## src/rtl/tt_pgfarley_accum_alu.sv

```systemverilog
// tt_pgfarley_accum_alu
//   Adder / per-channel accumulator datapath with a single registered result
//   stage and valid/ready handshakes on both sides.
//
//   Commands (in_op): 00 ADD  result = a + b            (accumulators untouched)
//                     01 ACC  acc[ch] = acc[ch] + a, result = new acc[ch]
//                     10 CLR  acc[ch] = 0, result = 0
//                     11 READ result = acc[ch]
//   SATURATE=0 wraps modulo 2^WIDTH; SATURATE=1 clamps to all-ones.
//   out_carry is always the raw unsigned carry of the sum, even when clamped.
//
// Ports
//   clk, rst                    clock, synchronous active-high reset
//   in_valid/in_ready           command handshake (in_ready = !out_valid | out_ready)
//   in_op, in_ch, in_a, in_b    command, channel, operands
//   out_valid/out_ready         result handshake
//   out_result, out_carry, out_ch  registered result, carry, command channel

module tt_pgfarley_accum_alu #(
    parameter int WIDTH    = 8,
    parameter int CHANNELS = 4,
    parameter int SATURATE = 0,
    localparam int CW      = (CHANNELS > 1) ? $clog2(CHANNELS) : 1
) (
    input  logic             clk,
    input  logic             rst,
    input  logic             in_valid,
    output logic             in_ready,
    input  logic [1:0]       in_op,
    input  logic [CW-1:0]    in_ch,
    input  logic [WIDTH-1:0] in_a,
    input  logic [WIDTH-1:0] in_b,
    output logic             out_valid,
    input  logic             out_ready,
    output logic [WIDTH-1:0] out_result,
    output logic             out_carry,
    output logic [CW-1:0]    out_ch
);

    localparam logic [1:0] OP_ADD  = 2'b00;
    localparam logic [1:0] OP_ACC  = 2'b01;
    localparam logic [1:0] OP_CLR  = 2'b10;
    localparam logic [1:0] OP_READ = 2'b11;

    logic [CHANNELS-1:0][WIDTH-1:0] acc_q, acc_d;
    logic                           out_valid_q, out_valid_d;
    logic [WIDTH-1:0]               out_result_q, out_result_d;
    logic                           out_carry_q, out_carry_d;
    logic [CW-1:0]                  out_ch_q, out_ch_d;

    logic             accept;
    logic [CW-1:0]    ch_sel;
    logic [WIDTH-1:0] addend;
    logic [WIDTH:0]   sum;
    logic [WIDTH-1:0] sum_fit;

    // No bubble: a stalled result that is being taken this cycle frees the slot.
    assign in_ready = !out_valid_q | out_ready;
    assign accept   = in_valid & in_ready;

    // With a single channel the select bit is meaningless; pin it to entry 0.
    assign ch_sel = (CHANNELS > 1) ? in_ch : '0;

    // One shared adder: ADD uses b as the second operand, ACC uses the
    // current accumulator (the registered value, so back-to-back ACC chains
    // naturally through acc_q with no forwarding needed).
    assign addend  = (in_op == OP_ADD) ? in_b : acc_q[ch_sel];
    assign sum     = {1'b0, in_a} + {1'b0, addend};
    assign sum_fit = ((SATURATE != 0) && sum[WIDTH]) ? {WIDTH{1'b1}} : sum[WIDTH-1:0];

    always_comb begin
        acc_d        = acc_q;
        out_valid_d  = out_valid_q;
        out_result_d = out_result_q;
        out_carry_d  = out_carry_q;
        out_ch_d     = out_ch_q;

        if (accept) begin
            out_valid_d = 1'b1;
            out_ch_d    = ch_sel;
            case (in_op)
                OP_ADD: begin
                    out_result_d = sum_fit;
                    out_carry_d  = sum[WIDTH];
                    out_ch_d     = '0;
                end
                OP_ACC: begin
                    acc_d[ch_sel] = sum_fit;
                    out_result_d  = sum_fit;
                    out_carry_d   = sum[WIDTH];
                end
                OP_CLR: begin
                    acc_d[ch_sel] = '0;
                    out_result_d  = '0;
                    out_carry_d   = 1'b0;
                end
                default: begin // OP_READ
                    out_result_d = acc_q[ch_sel];
                    out_carry_d  = 1'b0;
                end
            endcase
        end else if (out_ready) begin
            // Result consumed and nothing new arriving; data stays, valid drops.
            out_valid_d = 1'b0;
        end
    end

    always_ff @(posedge clk) begin
        if (rst) begin
            acc_q        <= '0;
            out_valid_q  <= 1'b0;
            out_result_q <= '0;
            out_carry_q  <= 1'b0;
            out_ch_q     <= '0;
        end else begin
            acc_q        <= acc_d;
            out_valid_q  <= out_valid_d;
            out_result_q <= out_result_d;
            out_carry_q  <= out_carry_d;
            out_ch_q     <= out_ch_d;
        end
    end

    assign out_valid  = out_valid_q;
    assign out_result = out_result_q;
    assign out_carry  = out_carry_q;
    assign out_ch     = out_ch_q;

endmodule

```

## config.mk

```make
export PLATFORM = sky130hd
export DESIGN_NAME = tt_pgfarley_accum_alu
export DESIGN_NICKNAME = d
export VERILOG_FILES = /design/src/rtl/tt_pgfarley_accum_alu.sv
export SDC_FILE = /design/constraint.sdc
export NUM_CORES = 1
export LEC_CHECK = 0
export BUFFER_PORTS_ARGS = -buffer_cell sky130_fd_sc_hd__buf_2
export CORE_AREA = 2 2 105 107
export CTS_BUF_LIST = sky130_fd_sc_hd__clkbuf_4 sky130_fd_sc_hd__clkbuf_8
export CTS_CLUSTER_SIZE = 16
export DETAILED_ROUTE_END_ITERATION = 8
export DIE_AREA = 0 0 107 109
export PLACE_DENSITY = 0.51
export SYNTH_ARGS = -nofsm -noshare
export SYNTH_HDL_FRONTEND = slang
export SYNTH_SLANG_ARGS = --single-unit
```

## constraint.sdc

```tcl
create_clock -name clk -period 8.1 [get_ports clk]
set_clock_uncertainty 0.1 [all_clocks]
set_input_delay 1.62 -clock clk [delete_from_list [all_inputs] [get_ports clk]]
set_output_delay 1.62 -clock clk [all_outputs]
set_load 0.01 [all_outputs]
```

==> summary.md <==
| Metric | Value |
|---|---|
| Status | completed |
| Crit-path slowest cell | mux4_1 |
| Clk_lat worst skew | roughly 300 ps |
| Crit path launch type | primary input |
| DRT antenna net count | 0 |
| Synth Area in Simple Gates | 0.1738 |
| CTS clk-pin slew, worst paths | 90 ps |
| Setup Buffers After CTS | 0 |
| Max cap viols | 0 |
| Post-synthesis adder-cell area fraction | 0.06567 |
| Synth area leader | dfxtp_1 |
| Worst slew margin | 0.3101 |
| Gate count of the mapped netlist | 268 |
| Leading post-synthesis cells by cell area | dfxtp_1 34%, mux2i_1 7.0%, ha_1 5.8% |
| FMAX | between 0.2 and 0.25 GHz |
| Die outline width | 107 um |
| WP buf/inv | 1 |
| Largest family of logic cells by synthesized area | simple AND/OR/NAND/NOR gates |
| Inserted Diodes | 0 |
| Slew Limit Fails | 0 |
| CP top delay family | compound AO/OA/AOI/OAI gates |
| Drt total wl | between 6 and 7 mm |
| Post-synth ARST share | 0 |
| Crit path top cell by count | a21oi_1 |
| Area added between synthesis and finish | 12.12% |
| Worst Path Arrival | between 4000 and 5000 ps |
| Num Clock Sinks | 44 |
| CTS root buf | clkbuf_8 |
| Number of synthesized flops with an enable pin | 0 |
| Final GP Congestion | around 0.79 |
| Routed vias | ~2100 |
| Placeable Area | ~11000 um2 |
| Synthesized net count | about 310 |
| DP HPWL | between 4 and 5 mm |
| Synth Area in Compound Gates | 0.1695 |
| Antenna violations before repair | 0 |
| # fillers | 1143 |
| 1st-iter DRT viols | around 120 |
| Final hold violations | 0 |
| CP max stage delay | 660 ps |
| Initial core utilization | 0.2444 |
| Crit Path Max Fanout | 12 |
| Final setup viols | 0 |
| Cts bufs inserted | 5 |
| Drc violations | 0 |
| Ys Warns | 0 |
| Clk buf depth | 2 |
| # port buffers | 36 |
| Critical Path End Type | register |
| I/O Pins | 37 |
| FF-to-FF path depth | 8 |
| Pwr/cell area | roughly 160 nW/um2 |
| Crit Path Class | in -> reg |
| Most frequent cell after synthesis | dfxtp_1 |
| Vias per inst | between 4 and 5 |
| Cts hold-fix bufs | 0 |
| Number of global-route vias before repair | approximately 2000 |
| Worst path cell trace | buf_2 -> mux4_1 -> mux2_2 -> ha_1 -> nand2_1 -> o31ai_1 -> o21ai_1 -> a21oi_1 -> a21oi_1 |
| FP Rows | 38 |
| H-tree depth | 2 |
| Nets | around 330 |
| Grt ovf | 0 |
| Wire length of the first global-routing pass | 10.29 mm |
| WHS Path Cells | 2 |
| Unique masters post-synth | 55 |
| Gr usage total | 0.1139 |
| Top_reg_cell synth | dfxtp_1 |
| Sequential fraction of the synthesis area | 0.3399 |
| Hold crit path type | reg -> reg |
| Commonest cells in the netlist | 44 x dfxtp_1, 30 x nor2_1, 20 x a21oi_1 |
| Worst-Margin Slew | ~1000 ps |
| Yosys reg bits | 44 |
| CTS tree | done |
| Worst Path Required | 8140 ps |
| Worst path depth | 9 |
| Largest net degree at the start of global routing | 38 |
| Mapped Area | 2591 um2 |
| Share of post-route cells with drive strength above 1 | 0.2331 |
| Clock period minus worst slack | approximately 4300 ps |
| Tot Pwr | between 0.4 and 0.5 mW |
| RSZ-0062 raised after global routing | no |
| Post-CTS Resized | 0 |
| Syn avg cell area | between 9 and 10 um2 |
| Die area | roughly 12000 um2 |
| Hold slack final | approximately 360 ps |
| Static Leak | roughly 1.2 nW |
| Die Height | about 110 um |
| Routed length per instance | 15.14 um |
| Mux contribution to synthesized area | 0.1738 |
| Setup TNS | 0 ps |
| Synth Area in XOR/XNOR | 0.006760 |
| Drt pass-1 iters | 4 |
| Area share of the largest cell type after synthesis | 0.3399 |
| Worst VDD drop | just under 0.05 mV |
| Final period util | 0.5256 |
## power breakdown
group | internal [mW] | switching [mW] | total [mW]
Clock | 0.0682 | 0.0782 | 0.146
Sequential | 0.224 | 0.00402 | 0.228
Combinational | 0.0386 | 0.0597 | 0.0983
## cell type report
| class | count | area [um2] | area share |
|---|---|---|---|
| multi-input cells | 195 | 1528 | 0.5258 |
| repair buffers | 36 | 180.2 | 0.06202 |
| flip-flops and latches | 44 | 880.8 | 0.3032 |
| well taps | 140 | 175.2 | 0.06029 |
| clock buffers | 6 | 82.58 | 0.02842 |
| inverters | 13 | 48.80 | 0.01680 |
| clock inverters | 2 | 10.01 | 0.003445 |
## final timing paths
| check | start | to | slack [ps] |
|---|---|---|---|
| setup reg to reg | acc_q[28] | acc_q[15] | 5280 |
| hold / removal | out_ch[0] | out_ch[0] | 360 |
| hold reg to reg | out_ch[0] | out_ch[0] | 360 |
| setup / recovery | in_ch[0] | acc_q[15] | 3840 |
## state kept, by name (all words and copies together) (netlist names)
name	count
acc_q	32
out_valid	1
out_result	8
out_carry	1
out_ch	2
## cells in the final DEF (no fill, tap or decap), types with 3 or more instances in the layout
| cell | netlist | routed |
|---|---|---|
| o21ai_0 | 10 | 10 |
| mux4_2 | 5 | 5 |
| nand2_1 | 16 | 16 |
| mux4_1 | 3 | 3 |
| nor2_1 | 30 | 30 |
| dfxtp_1 | 44 | 44 |
| nor3_1 | 6 | 6 |
| a21oi_1 | 20 | 20 |
| mux2i_1 | 18 | 18 |
| buf_2 | 2 | 36 |
| mux2_2 | 7 | 7 |
| o32ai_1 | 5 | 5 |
| nand3_1 | 3 | 3 |
| ha_1 | 12 | 12 |
| clkbuf_8 | 3 | 6 |
| nor3b_1 | 11 | 11 |
| a21o_1 | 10 | 10 |
| inv_1 | 12 | 12 |
## cells by family (layout without fill, tap and decap cells)
kind of cell               Yosys count  in the layout
AOI/OAI and AO/OA                   64             64
buffers and inverters               29             57
DFF                                 44             44
muxes                               33             33
adders and majority gates           13             13
xor gates and xnor gates             2              2
and+or+nand+nor                     83             83
## worst min-delay path, stage by stage, from the launching register on
cell and delay, ps:
dfxtp_1 310, nand2_1 50, a21oi_1 50
## routing by layer
metal / up-vias / share of wire / GRT usage / wire, um
met5: - / 0 / 0 / 0
met4: 0 / 0.0076 / 0.02783 / 50
met3: 4 / 0.049 / 0.02809 / 326
met2: 45 / 0.48 / 0.2011 / 3195
met1: 1035 / 0.46 / 0.1396 / 3031
li1: 1021 / - / - / -
## stage by stage
step | cell area, um2 | utilization | setup slack (ps) | cells
floorplan | 2591 | - | 4076 | 268
global placement | 2813 | 0.2653 | 3572 | 428
detailed placement | 2813 | 0.2653 | 3505 | 428
CTS | 2905 | 0.2740 | 3821 | 436
global route | 2905 | 0.2740 | 3671 | 436
finish | 2905 | 0.2740 | 3843 | 436
No activity file was read; power rests on OpenSTA's default activity.
